### src/rtl/b02_line_arbiter.sv
// b02_line_arbiter: grants one of NREQ requesters, serialises its frame LSB-first onto LINEA and counts U hits.
// Arbitration is fixed priority by default; defining B02_LINE_ARB_RR_EN selects round robin.
module b02_line_arbiter #(
   parameter int NREQ  = 4,
   parameter int FLEN  = 8,
   parameter int DRAIN = 2,
   parameter int HW    = 4
) (
   input  logic                 clock,
   input  logic                 reset_n,
   input  logic [NREQ-1:0]      req,
   input  logic [NREQ*FLEN-1:0] frame,
   output logic [NREQ-1:0]      gnt,
   output logic                 LINEA,
   input  logic                 U,
   output logic                 done,
   output logic [3:0]           done_id,
   output logic [HW-1:0]        hits,
   output logic                 busy
);
   localparam int IW = (NREQ > 1) ? $clog2(NREQ) : 1;
   localparam int BW = $clog2(FLEN);
   localparam int DW = $clog2(DRAIN + 2);
   localparam logic [BW-1:0] LAST_BIT = BW'(FLEN - 1);
   localparam logic [DW-1:0] LAST_DRN = DW'((DRAIN > 0) ? DRAIN - 1 : 0);

   typedef enum logic [1:0] {ST_IDLE, ST_SHIFT, ST_DRAIN, ST_REPORT} state_t;

   state_t          state, state_next;
   logic [FLEN-1:0] shreg, shreg_next;
   logic [BW-1:0]   bit_cnt, bit_cnt_next;
   logic [DW-1:0]   drn_cnt, drn_cnt_next;
   logic [HW-1:0]   cnt, cnt_next, cnt_inc;
   logic [IW-1:0]   win, win_next, sel;
   logic [NREQ-1:0] gnt_next, sel_oh;
   logic            line_next, done_next, busy_next, finish;
   logic [3:0]      done_id_next;
   logic [HW-1:0]   hits_next;
   logic [FLEN-1:0] frames [2**IW];

   // Pad the frame table to a power of two so the winner index is always in range.
   generate
      for (genvar gi = 0; gi < 2**IW; gi++) begin : g_frame
         if (gi < NREQ) begin : g_used
            assign frames[gi] = frame[gi*FLEN +: FLEN];
         end else begin : g_pad
            assign frames[gi] = '0;
         end
      end
      for (genvar gi = 0; gi < NREQ; gi++) begin : g_oh
         assign sel_oh[gi] = (sel == IW'(gi));
      end
   endgenerate

   assign cnt_inc = (U && (cnt != {HW{1'b1}})) ? cnt + 1'b1 : cnt;

`ifdef B02_LINE_ARB_RR_EN
   logic [IW-1:0] ptr, ptr_next;

   // Descending scan so the requester closest to ptr (in wrap order) wins.
   always_comb begin
      int idx;
      idx = 0;
      sel = '0;
      for (int k = NREQ - 1; k >= 0; k--) begin
         idx = int'(ptr) + k;
         if (idx >= NREQ) idx = idx - NREQ;
         if (req[idx]) sel = IW'(idx);
      end
   end
`else
   always_comb begin
      sel = '0;
      for (int k = NREQ - 1; k >= 0; k--) begin
         if (req[k]) sel = IW'(k);
      end
   end
`endif

   always_comb begin
      state_next   = state;
      shreg_next   = shreg;
      bit_cnt_next = bit_cnt;
      drn_cnt_next = drn_cnt;
      cnt_next     = cnt;
      win_next     = win;
      gnt_next     = '0;
      line_next    = 1'b1;
      done_next    = 1'b0;
      done_id_next = done_id;
      hits_next    = hits;
      finish       = 1'b0;
`ifdef B02_LINE_ARB_RR_EN
      ptr_next     = ptr;
`endif
      case (state)
         ST_IDLE: begin
            if (|req) begin
               state_next   = ST_SHIFT;
               win_next     = sel;
               gnt_next     = sel_oh;
               line_next    = frames[sel][0];
               shreg_next   = frames[sel] >> 1;
               bit_cnt_next = '0;
               cnt_next     = '0;
            end
         end
         ST_SHIFT: begin
            cnt_next = cnt_inc;
            if (bit_cnt == LAST_BIT) begin
               drn_cnt_next = '0;
               if (DRAIN > 0) begin
                  state_next = ST_DRAIN;
               end else begin
                  state_next = ST_REPORT;
                  finish     = 1'b1;
               end
            end else begin
               line_next    = shreg[0];
               shreg_next   = shreg >> 1;
               bit_cnt_next = bit_cnt + 1'b1;
            end
         end
         ST_DRAIN: begin
            cnt_next = cnt_inc;
            if (drn_cnt == LAST_DRN) begin
               state_next = ST_REPORT;
               finish     = 1'b1;
            end else begin
               drn_cnt_next = drn_cnt + 1'b1;
            end
         end
         ST_REPORT: begin
            state_next = ST_IDLE;
`ifdef B02_LINE_ARB_RR_EN
            ptr_next = (win == IW'(NREQ - 1)) ? '0 : win + 1'b1;
`endif
         end
         default: state_next = ST_IDLE;
      endcase
      // The last counted U lands on the same edge that enters REPORT.
      if (finish) begin
         done_next    = 1'b1;
         done_id_next = 4'(win);
         hits_next    = cnt_inc;
      end
      busy_next = (state_next != ST_IDLE);
   end

   always_ff @(posedge clock or negedge reset_n) begin
      if (!reset_n) begin
         state   <= ST_IDLE;
         shreg   <= '0;
         bit_cnt <= '0;
         drn_cnt <= '0;
         cnt     <= '0;
         win     <= '0;
         gnt     <= '0;
         LINEA   <= 1'b1;
         done    <= 1'b0;
         done_id <= '0;
         hits    <= '0;
         busy    <= 1'b0;
`ifdef B02_LINE_ARB_RR_EN
         ptr     <= '0;
`endif
      end else begin
         state   <= state_next;
         shreg   <= shreg_next;
         bit_cnt <= bit_cnt_next;
         drn_cnt <= drn_cnt_next;
         cnt     <= cnt_next;
         win     <= win_next;
         gnt     <= gnt_next;
         LINEA   <= line_next;
         done    <= done_next;
         done_id <= done_id_next;
         hits    <= hits_next;
         busy    <= busy_next;
`ifdef B02_LINE_ARB_RR_EN
         ptr     <= ptr_next;
`endif
      end
   end
endmodule

### config.mk
export PLATFORM = sky130hd
export DESIGN_NAME = b02_line_arbiter
export DESIGN_NICKNAME = d
export VERILOG_FILES = /design/src/rtl/b02_line_arbiter.sv
export SDC_FILE = /design/constraint.sdc
export NUM_CORES = 1
export LEC_CHECK = 0
export BUFFER_PORTS_ARGS = -buffer_cell sky130_fd_sc_hd__buf_2
export CORE_MARGIN = 2
export CORE_UTILIZATION = 51
export CTS_CLUSTER_DIAMETER = 40
export DETAILED_ROUTE_END_ITERATION = 16
export GPL_TIMING_DRIVEN = 1
export PLACE_DENSITY = 0.77
export SLEW_MARGIN = 10
export SYNTH_ARGS = -nofsm -noshare
export SYNTH_HDL_FRONTEND = slang
export SYNTH_SLANG_ARGS = --single-unit
### constraint.sdc
create_clock -name clock -period 2.82 [get_ports clock]
set_clock_uncertainty 0.2 [all_clocks]
set_input_delay 0.282 -clock clock [delete_from_list [all_inputs] [get_ports clock]]
set_output_delay 0.282 -clock clock [all_outputs]
set_load 0.02 [all_outputs]
==> flow_summary.json <==
{
  "cts_tree": "built",
  "drive_gt1_share_pct": 30.7,
  "crit_fanout": 10,
  "slew_violations": 0,
  "cts.sinks": 33,
  "first_global_vias": 1366,
  "fin_crit_ps": 2240,
  "hpwl_um": 2940,
  "yosysWarnings": 0,
  "die_area_mm2": 0.00402,
  "vdd_drop_max_mv": 0.433,
  "grt_overflow": 0,
  "cts.clk_slew.worst_paths_ps": 100,
  "core_mm2": 0.00336,
  "cts-root-buf": "clkbuf_4",
  "ant_nets": 0,
  "fin_ws_ps": 581,
  "status": "complete, no violations",
  "vias": 1505,
  "initial_core_util_pct": 53.6,
  "crit_type": "flop to flop",
  "wl_per_cell_um": 13.6,
  "final_common_cell": "buf_2",
  "tightest_slew_ps": 710,
  "cp_slowest_cell": "dfrtp_1",
  "multi_input_area_um2": 897,
  "drc": 0,
  "arrival_ps": 2240,
  "min_path_type": "primary input to flop",
  "maxCapViolations": 0,
  "p_leak_nw": 1.08,
  "tns_ps": 0,
  "ys_seq_area_share_pct": 45.9,
  "setup_viol": 0,
  "die_h_um": 63.4,
  "synth_flop_cell": "dfrtp_1",
  "synth_edf_count": 0,
  "async_flop_share_pct": 100,
  "antenna_found_initial": 0,
  "synthCells": 177,
  "r2r_slack_ps": 580,
  "drt_iter0_markers": 73,
  "power-per-cell-area_mw_per_mm2": 892,
  "place_worst_setup_slack_ps": 607,
  "finalHoldViolations": 0,
  "synth_area_mm2": 0.00180,
  "grtUsageTotal_pct": 19.8,
  "period_share_pct": 79.4,
  "ys_top_cells_by_area": "dfrtp_1, ha_1, a21oi_1, mux2i_1, nor2_1",
  "layout_common_cells": "buf_2, dfrtp_1, nor2_1, a21oi_1, o21ai_0",
  "insertion_delay_ps": 320,
  "cp_cell_sequence": "inv_1, ha_1, nand2b_1, a21oi_2, nor2_4, a221oi_1, o31ai_1",
  "portBuffers": 51,
  "die_x_um": 63.4,
  "rsz0062_at_grt": "false",
  "clock.fmax_mhz": 447,
  "routed_wl_um": 3770,
  "nFillCells": 312,
  "grt_max_degree": 34,
  "antenna_cells": 0,
  "ioPinCount": 54,
  "nets": 276,
  "regArea_um2": 827,
  "cts.path.max_buffers": 2,
  "num_rows": 21,
  "cp-end-kind": "flop",
  "avgSynthCellArea_um2": 10.2,
  "cp-start-kind": "flop",
  "synth_top_cell_by_area": "dfrtp_1",
  "crit_path_max_incr_delay_ps": 390,
  "numCtsBuffers": 5,
  "h-tree-depth": 2,
  "yosys.area.top_type_share_pct": 44.4,
  "firstDrtPassIters": 4,
  "worstPathRequired_ps": 2820,
  "routed_via_density": 5.43,
  "ys_ff_latch": 33,
  "grt_pass1_wl_um": 6230,
  "yosysUniqueCellTypes": 47,
  "fin_total_pwr_mw": 1.90,
  "gp_congestion": 0.860,
  "area_delta_synth_final_pct": 18.2,
  "relSlewSlack_pct": 52.7
}
==> registers in the layout, indices dropped and copies added (netlist names) <==
signal,flops
LINEA,1
bit_cnt,3
busy,1
cnt,4
done,1
done_id,2
drn_cnt,2
gnt,4
hits,4
shreg,7
state,2
win,2
==> stage by stage <==
step	utilization [%]	std cells	cell area, um^2	hold WS [ps]
floorplan	-	178	1810	-214
global placement	61.6	268	2070	180
detailed placement	61.6	268	2070	172
CTS	63.3	277	2130	83.3
global route	63.3	277	2130	94.3
finish	63.3	277	2130	93.4
==> critical path, delay by kind of cell (launching register included) <==
kind / cells / cell delay (ps)
buffers and inverters: 1 / 90
adder cells (fa/ha/maj): 1 / 380
AO/OA/AOI/OAI: 3 / 740
flip-flops: 1 / 390
AND/OR/NAND/NOR: 2 / 320
==> cells in the mapped netlist, types with 3 or more instances <==
cell	instances
dfrtp_1	32
nand3_1	3
inv_1	7
nor2_1	16
nand2b_1	3
mux2i_1	6
o22ai_1	5
mux2_2	4
mux2_4	3
o21ai_0	11
ha_1	7
a22oi_1	4
a221oi_1	4
a22o_1	3
o31ai_1	3
a21oi_1	14
nand2_1	10
==> layer usage <==
metal / global-route usage, % / routed length, um
met2: 29.7 / 1710
met3: 5.00 / 244
met1: 27.7 / 1750
met5: 0 / 0
met4: 7.07 / 53
==> cell type report <==
class / instances / share of cell area [%]
timing repair buffer: 53 / 12.8
clock buffer: 8 / 2.29
multi-input combinational: 130 / 42.1
inverter: 7 / 1.23
tap: 46 / 2.70
sequential: 33 / 38.8
==> kinds of logic after synthesis <==
family	count (synthesis)	share of synthesized area (%)
muxes	13	8.33
adders and majority gates	7	4.86
other	1	0.208
DFF	33	45.9
xor gates and xnor gates	2	0.972
buffers and inverters	15	4.51
and+or+nand+nor	48	14.1
AOI/OAI and AO/OA	58	21.1
==> final timing paths <==
path | startpoint | to | cells after the start
max | state[1] | shreg[1] | 7
min | req[0] | gnt[1] | 2
max reg2reg | state[1] | shreg[1] | 7
min reg2reg | hits[1] | hits[1] | 2
max in group asynchronous | reset_n | shreg[4] | 2
min in group asynchronous | reset_n | cnt[3] | 2
==> timing repair <==
action,CTS,global route
gates resized for setup,0,0
hold buffers,1,0
endpoints found under the hold margin,32,0
setup buffers,0,0
==> power breakdown <==
part	total (mW)	switching, mW	internal (mW)
clock	0.247	0.148	0.0994
combinational	0.911	0.529	0.382
sequential	0.741	0.0965	0.644
Note: power is estimated with default switching activity, not from simulation.
